$ cat config.mk
export PLATFORM = sky130hd
export DESIGN_NAME = npu_input_stager_flat
export DESIGN_NICKNAME = d
export VERILOG_FILES = /design/src/rtl/npu_input_stager_pkg.sv /design/src/rtl/npu_input_stager_if.sv /design/src/rtl/npu_input_stager_quad_packer.sv /design/src/rtl/npu_input_stager.sv /design/src/flat_wrapper.sv
export SDC_FILE = /design/constraint.sdc
export NUM_CORES = 1
export LEC_CHECK = 0
export CAP_MARGIN = 10
export CORE_UTILIZATION = 51
export CTS_CLUSTER_SIZE = 28
export DETAILED_ROUTE_END_ITERATION = 8
export GPL_ROUTABILITY_DRIVEN = 0
export GPL_TIMING_DRIVEN = 0
export PLACE_DENSITY = 0.75
export RECOVER_POWER = 50
export SKIP_CTS_REPAIR_TIMING = 1
export SYNTH_ARGS = -nofsm -noshare
export SYNTH_HDL_FRONTEND = slang
export SYNTH_SLANG_ARGS = --single-unit
$ cat constraint.sdc
create_clock -name CLKEXT -period 2.1 [get_ports CLKEXT]
set_clock_uncertainty 0.05 [all_clocks]
set_input_delay 0.42 -clock CLKEXT [delete_from_list [all_inputs] [get_ports CLKEXT]]
set_output_delay 0.42 -clock CLKEXT [all_outputs]
set_load 0.01 [all_outputs]
$ cat src/rtl/npu_input_stager_pkg.sv
// Shared types and sizing for the NPU input stager: lane count, index width
// and the dispatch FSM state encoding.
package npu_stager_pkg;

    localparam int LANES = 4;
    localparam int IDX_W = $clog2(LANES);

    typedef enum logic [1:0] {
        ST_IDLE      = 2'b00,
        ST_WAIT_BUSY = 2'b01,
        ST_RUN       = 2'b10
    } disp_state_e;

endpackage

$ cat src/rtl/npu_input_stager_if.sv
// Byte-serial valid/ready stream from the host into the stager.
interface npu_input_stager_if;

    logic [7:0] S_DATA;
    logic       S_VALID;
    logic       S_LAST;
    logic       S_READY;

    modport master (output S_DATA, output S_VALID, output S_LAST, input S_READY);
    modport slave  (input S_DATA, input S_VALID, input S_LAST, output S_READY);

endinterface

$ cat src/rtl/npu_input_stager_quad_packer.sv
// One-quad staging buffer: packs stream bytes into lanes A..D, zero-pads a
// quad closed early by S_LAST, and releases the buffer when the FSM takes it.
module quad_packer
    import npu_stager_pkg::*;
(
    input  logic                   CLKEXT,
    input  logic                   RST_GLO_N,
    npu_input_stager_if.slave      s_if,
    input  logic                   take,
    output logic                   stg_full,
    output logic                   pad_evt,
    output logic [LANES-1:0][7:0]  quad
);

    logic [LANES-1:0][7:0] stg;
    logic [IDX_W-1:0]      idx;
    logic                  accept;
    logic                  last_lane;

    assign s_if.S_READY = !stg_full;
    assign accept       = s_if.S_VALID && !stg_full;
    assign last_lane    = (idx == IDX_W'(LANES - 1));
    assign pad_evt      = accept && s_if.S_LAST && !last_lane;
    assign quad         = stg;

    always_ff @(posedge CLKEXT or negedge RST_GLO_N) begin
        if (!RST_GLO_N) begin
            // NOTE: the buffer is only four bytes, so it is reset outright; a partial quad never survives reset.
            stg      <= '0;
            idx      <= '0;
            stg_full <= 1'b0;
        end else begin
            // take and accept are exclusive: take needs a full buffer, accept an empty one
            if (take) begin
                stg_full <= 1'b0;
            end
            if (accept) begin
                stg[idx] <= s_if.S_DATA;
                if (last_lane || s_if.S_LAST) begin
                    stg_full <= 1'b1;
                    idx      <= '0;
                    for (int i = 0; i < LANES; i++) begin
                        if (i > int'(idx)) begin
                            stg[i] <= '0;
                        end
                    end
                end else begin
                    idx <= idx + IDX_W'(1);
                end
            end
        end
    end

endmodule

$ cat src/rtl/npu_input_stager.sv
// NPU input stager top: dispatch FSM pacing quads to the core by BUSY/DONE,
// registered lane outputs, START pulse, dispatch counter and sticky errors.
module npu_input_stager
    import npu_stager_pkg::*;
#(
    parameter int ACK_TIMEOUT = 4,
    parameter int CNT_W       = 16
) (
    input  logic              CLKEXT,
    input  logic              RST_GLO_N,
    npu_input_stager_if.slave s_if,
    input  logic              CORE_BUSY,
    input  logic              CORE_DONE,
    input  logic              CLR_ERR,
    output logic [7:0]        DA,
    output logic [7:0]        DB,
    output logic [7:0]        DC,
    output logic [7:0]        DD,
    output logic              START,
    output logic [CNT_W-1:0]  QUAD_CNT,
    output logic              ERR_PAD,
    output logic              ERR_TIMEOUT
);

    localparam int TC_W = (ACK_TIMEOUT > 1) ? $clog2(ACK_TIMEOUT) : 1;

    disp_state_e           state;
    logic [TC_W-1:0]       tcnt;
    logic                  stg_full;
    logic                  pad_evt;
    logic                  take;
    logic                  timeout_hit;
    logic [LANES-1:0][7:0] quad;

    quad_packer u_packer (
        .CLKEXT    (CLKEXT),
        .RST_GLO_N (RST_GLO_N),
        .s_if      (s_if),
        .take      (take),
        .stg_full  (stg_full),
        .pad_evt   (pad_evt),
        .quad      (quad)
    );

    always_comb begin
        // NOTE: every output of this block gets a default first, so no path can infer a latch.
        take        = 1'b0;
        timeout_hit = 1'b0;
        case (state)
            ST_IDLE:      take        = stg_full;
            ST_WAIT_BUSY: timeout_hit = !CORE_BUSY && !CORE_DONE &&
                                        (tcnt == TC_W'(ACK_TIMEOUT - 1));
            default:      ;
        endcase
    end

    always_ff @(posedge CLKEXT or negedge RST_GLO_N) begin
        if (!RST_GLO_N) begin
            state    <= ST_IDLE;
            tcnt     <= '0;
            DA       <= '0;
            DB       <= '0;
            DC       <= '0;
            DD       <= '0;
            START    <= 1'b0;
            QUAD_CNT <= '0;
        end else begin
            // NOTE: non-blocking throughout, so every register here updates from pre-edge values.
            START <= 1'b0;
            case (state)
                ST_IDLE: begin
                    if (take) begin
                        DA       <= quad[0];
                        DB       <= quad[1];
                        DC       <= quad[2];
                        DD       <= quad[3];
                        START    <= 1'b1;
                        QUAD_CNT <= QUAD_CNT + CNT_W'(1);
                        tcnt     <= '0;
                        state    <= ST_WAIT_BUSY;
                    end
                end
                ST_WAIT_BUSY: begin
                    tcnt <= tcnt + TC_W'(1);
                    // a core that finishes before BUSY is ever seen still counts as acknowledged
                    if (CORE_BUSY) begin
                        state <= ST_RUN;
                    end else if (CORE_DONE || timeout_hit) begin
                        state <= ST_IDLE;
                    end
                end
                ST_RUN: begin
                    if (CORE_DONE) begin
                        state <= ST_IDLE;
                    end
                end
                default: state <= ST_IDLE;
            endcase
        end
    end

    // set events take priority over a coincident clear
    always_ff @(posedge CLKEXT or negedge RST_GLO_N) begin
        if (!RST_GLO_N) begin
            ERR_PAD     <= 1'b0;
            ERR_TIMEOUT <= 1'b0;
        end else begin
            if (pad_evt) begin
                ERR_PAD <= 1'b1;
            end else if (CLR_ERR) begin
                ERR_PAD <= 1'b0;
            end
            if (timeout_hit) begin
                ERR_TIMEOUT <= 1'b1;
            end else if (CLR_ERR) begin
                ERR_TIMEOUT <= 1'b0;
            end
        end
    end

endmodule

$ cat src/flat_wrapper.sv
// flat-port wrapper written by rule: the top's interface ports become plain ports
module npu_input_stager_flat import npu_stager_pkg::*;
#(
    parameter int ACK_TIMEOUT = 4,
    parameter int CNT_W       = 16
)
  (CLKEXT, RST_GLO_N, CORE_BUSY, CORE_DONE, CLR_ERR, DA, DB, DC, DD, START, QUAD_CNT, ERR_PAD, ERR_TIMEOUT, s_if_S_DATA, s_if_S_VALID, s_if_S_LAST, s_if_S_READY);
  npu_input_stager_if s_if_i ();
  input  logic CLKEXT;
  input  logic RST_GLO_N;
  input  logic CORE_BUSY;
  input  logic CORE_DONE;
  input  logic CLR_ERR;
  output logic [7:0] DA;
  output logic [7:0] DB;
  output logic [7:0] DC;
  output logic [7:0] DD;
  output logic START;
  output logic [CNT_W-1:0] QUAD_CNT;
  output logic ERR_PAD;
  output logic ERR_TIMEOUT;
  input wire logic [$bits(s_if_i.S_DATA)-1:0] s_if_S_DATA;
  input wire logic [$bits(s_if_i.S_VALID)-1:0] s_if_S_VALID;
  input wire logic [$bits(s_if_i.S_LAST)-1:0] s_if_S_LAST;
  output wire logic [$bits(s_if_i.S_READY)-1:0] s_if_S_READY;
  assign s_if_i.S_DATA = s_if_S_DATA;
  assign s_if_i.S_VALID = s_if_S_VALID;
  assign s_if_i.S_LAST = s_if_S_LAST;
  assign s_if_S_READY = s_if_i.S_READY;
  npu_input_stager #(.ACK_TIMEOUT(ACK_TIMEOUT), .CNT_W(CNT_W)) u_core (.CLKEXT(CLKEXT), .RST_GLO_N(RST_GLO_N), .s_if(s_if_i), .CORE_BUSY(CORE_BUSY), .CORE_DONE(CORE_DONE), .CLR_ERR(CLR_ERR), .DA(DA), .DB(DB), .DC(DC), .DD(DD), .START(START), .QUAD_CNT(QUAD_CNT), .ERR_PAD(ERR_PAD), .ERR_TIMEOUT(ERR_TIMEOUT));
endmodule
==> summary.txt <==
Clock network
  – CTS Buf Count: 9
  – Clock transition at the registers of the reported paths: 0.09 ns
  – Clock buffer depth: 2
  – H-tree levels: 3
  – Clk Latency, worst-skew pair: 0.34 ns
  – CTS root buf: clkbuf_8
  – Clk sinks: 90
  – CTS tree: done

Place
  – Setup WS pre-CTS: -0.380 ns
  – PortBufs: 66
  – Placed Area: 4380 µm²
  – Placed cell count: 432
  – Post-DP HPWL: 4780 µm

STA
  – Setup WS post-layout: 0.117 ns
  – Minimum clock period: 1.98 ns
  – Slew Limit Fails: 0
  – Relative slew slack: 0.292
  – Hold Violations, Final: 0
  – RSZ-0062 raised after global routing: no
  – Final setup vio count: 0
  – Slew @ Worst Pin: 1.06 ns
  – TNS Setup: 0 ns
  – Final period util: 0.944
  – Fmax: 504 MHz

Synthesis
  – Post-Syn Instances: 269
  – Syn_nets: 291
  – Post-synth top area share: 0.631
  – Most frequent cell after synthesis: dfrtp_1
  – Synth Register Bits: 90
  – Commonest register cell after synthesis: dfrtp_1
  – Top cells by area, synth: dfrtp_1 (63%), mux2_2 (13%), a22o_1 (3.9%)
  – Post-synth cell types: 25
  – Seq/Total Area, Yosys: 0.631
  – Post-Syn Area: 3570 µm²
  – Synthesis Warnings: 0
  – Area leader, netlist: dfrtp_1
  – Post-Synthesis Mean Instance Area: 13.3 µm²
  – EDFF count, synth: 0
  – Post-synth ARST share: 1.00
  – Synth top cells by count: dfrtp_1 (90), mux2_2 (41), nand2_1 (21)

GRT
  – Total gr overflow: 0
  – GRT Util Overall: 0.206
  – First-pass GRT wire length: 11500 µm
  – Initial antenna violation count: 0
  – Largest net degree at the start of global routing: 75
  – Number of global-route vias before repair: 2321

Worst setup path
  – Critical Path RT: 2.29 ns
  – Worst path slowest cell: or4_1
  – Type of the worst setup path: reg2reg
  – Worst path bufs/invs: 1
  – Flop2flop setup slack: 0.12 ns
  – Crit end category: flip-flop
  – Worst path max stage delay: 0.59 ns
  – Worst r2r src: u_core.state[1]$_DFFE_PN0P_
  – Crit path DAT: 2.18 ns
  – Worst Setup SP: u_core.state[1]$_DFFE_PN0P_
  – Cell class contributing the biggest share of worst-path delay: simple AND/OR/NAND/NOR gates
  – Worst-path maximum fanout: 5
  – Crit start category: flip-flop
  – Critical path cell sequence: nor3b_4, buf_4, nand4_1, or4_1, xnor2_1

Die
  – CORE AREA: 6790 µm²
  – Cell Rows: 30
  – Die height: 85.7 µm
  – I/O Pins: 67
  – DIE AREA: 7340 µm²
  – Die width: 85.7 µm
  – Starting Density: 0.525

Detailed routing
  – Mean routed wirelength per cell: 15.5 µm
  – DRC viols: 0
  – Post-Route WL: 6980 µm
  – Vias: 2363
  – 1st-iter DRT viols: 80
  – Pre-Repair DR Iteration Count: 4
  – Routed Antenna Nets: 0
  – Vias per cell: 5.24

Final layout
  – FILL cells: 512
  – Fraction of layout instances using a drive strength above 1: 0.177
  – Post-route insts no fill: 451
  – Final Instance Area: 4620 µm²
  – Layout area overhead: 29.4%
  – # diodes: 0
  – Multi-input gate area: 1260 µm²
  – FF/Latch Area: 2250 µm²
  – Final #Nets: 373

Pwr
  – Pwr/cell area: 1370 nW/µm²
  – Worst IR Drop VDD: 0.808 mV
  – Total Power: 0.00634 W
  – Leak pwr: 2.08 nW

Status
  – Outcome: finished clean

Worst hold path
  – Hold path startpoint: u_core.QUAD_CNT[15]$_DFFE_PN0P_
  – Hold Crit Class: reg2reg

Run
  – # Max-Cap Violations: 0
==> metrics by stage <==
step | hold WS, ns | util
after CTS | -0.123 | 0.676
after global routing | 0.438 | 0.680
after detailed placement | 0.261 | 0.644
after floorplan | 0.0744 | -
after global placement | 0.413 | 0.640
final | 0.424 | 0.680
==> power by group <==
| group | internal [W] | switching [W] |
|---|---|---|
| sequential | 0.00236 | 0.000403 |
| combinational | 0.00132 | 0.000977 |
| clock | 0.000694 | 0.000580 |
==> sequential cells by signal, summed over array words and instances, names as in the netlist <==
signal                    flops
u_core.DB                     8
u_core.DA                     8
u_core.QUAD_CNT              16
u_core.DC                     8
u_core.u_packer.quad         32
u_core.ERR_TIMEOUT            1
u_core.tcnt                   2
u_core.DD                     8
u_core.ERR_PAD                1
u_core.state                  2
u_core.u_packer.stg_full      1
u_core.u_packer.idx           2
u_core.START                  1
==> cell usage in the layout (no fill, tap or decap), types with 2 or more instances in the layout <==
| master | Yosys | layout |
|---|---|---|
| nand4_1 | 6 | 7 |
| clkbuf_8 | 0 | 10 |
| clkbuf_1 | 7 | 7 |
| clkdlybuf4s50_1 | 0 | 63 |
| xnor2_1 | 11 | 11 |
| bufinv_16 | 0 | 2 |
| dlygate4sd3_1 | 0 | 3 |
| and2_1 | 2 | 2 |
| ha_1 | 7 | 7 |
| a22o_1 | 16 | 16 |
| nor2b_1 | 2 | 2 |
| nand3_1 | 12 | 12 |
| mux2_2 | 41 | 41 |
| inv_1 | 8 | 8 |
| dfrtp_1 | 90 | 90 |
| nand2_1 | 21 | 20 |
| nand2b_1 | 4 | 4 |
| o21ai_0 | 7 | 7 |
| and3_1 | 4 | 4 |
| a21oi_1 | 10 | 10 |
| buf_1 | 2 | 4 |
| nor2_1 | 8 | 7 |
| clkinv_2 | 0 | 2 |
| xor2_1 | 4 | 4 |
==> worst reg2reg max path, delay by kind of cell (launching register included) <==
family        cells  cell delay [ns]
buf+inv           1             0.17
simple gates      3             1.07
xor+xnor          1             0.14
flops             1             0.45
==> cell type report <==
cell class / instances / area share
repair buffers: 71 / 0.154
flip-flops and latches: 90 / 0.488
multi-input cells: 162 / 0.272
inverters: 8 / 0.00650
well taps: 96 / 0.0260
plain buffers: 9 / 0.00731
clock buffers: 10 / 0.0298
clock inverters: 5 / 0.0171
==> final timing paths <==
| kind | end | cells past startpoint |
|---|---|---|
| setup / recovery | u_core.QUAD_CNT[14]$_DFFE_PN0P_ | 5 |
| hold / removal | u_core.QUAD_CNT[15]$_DFFE_PN0P_ | 1 |
| hold reg to reg | u_core.QUAD_CNT[15]$_DFFE_PN0P_ | 1 |
| setup reg to reg | u_core.QUAD_CNT[14]$_DFFE_PN0P_ | 5 |
| min in group asynchronous | u_core.u_packer.quad[23]$_DFFE_PN0N_ | 2 |
| max in group asynchronous | u_core.u_packer.quad[12]$_DFFE_PN0N_ | 3 |
==> logic make-up (layout without fill, tap and decap cells) <==
logic type	after synthesis	in the layout	synth area share
AND/OR/NAND/NOR	63	63	0.0918
AO/OA/AOI/OAI	36	36	0.0687
buffers and inverters	17	103	0.0179
adder cells (fa/ha/maj)	7	7	0.0245
multiplexers	41	41	0.129
XOR/XNOR	15	15	0.0368
flip-flops	90	90	0.631
==> per-layer routing <==
| metal | GRT usage | vias to the layer above | part of all wire |
|---|---|---|---|
| met5 | 0 | - | 0 |
| met4 | 0.0636 | 0 | 0.013 |
| met3 | 0.0539 | 10 | 0.045 |
| met2 | 0.332 | 57 | 0.48 |
| met1 | 0.277 | 1189 | 0.46 |
| li1 | - | 1107 | - |
Note: power is estimated with default switching activity, not from simulation.
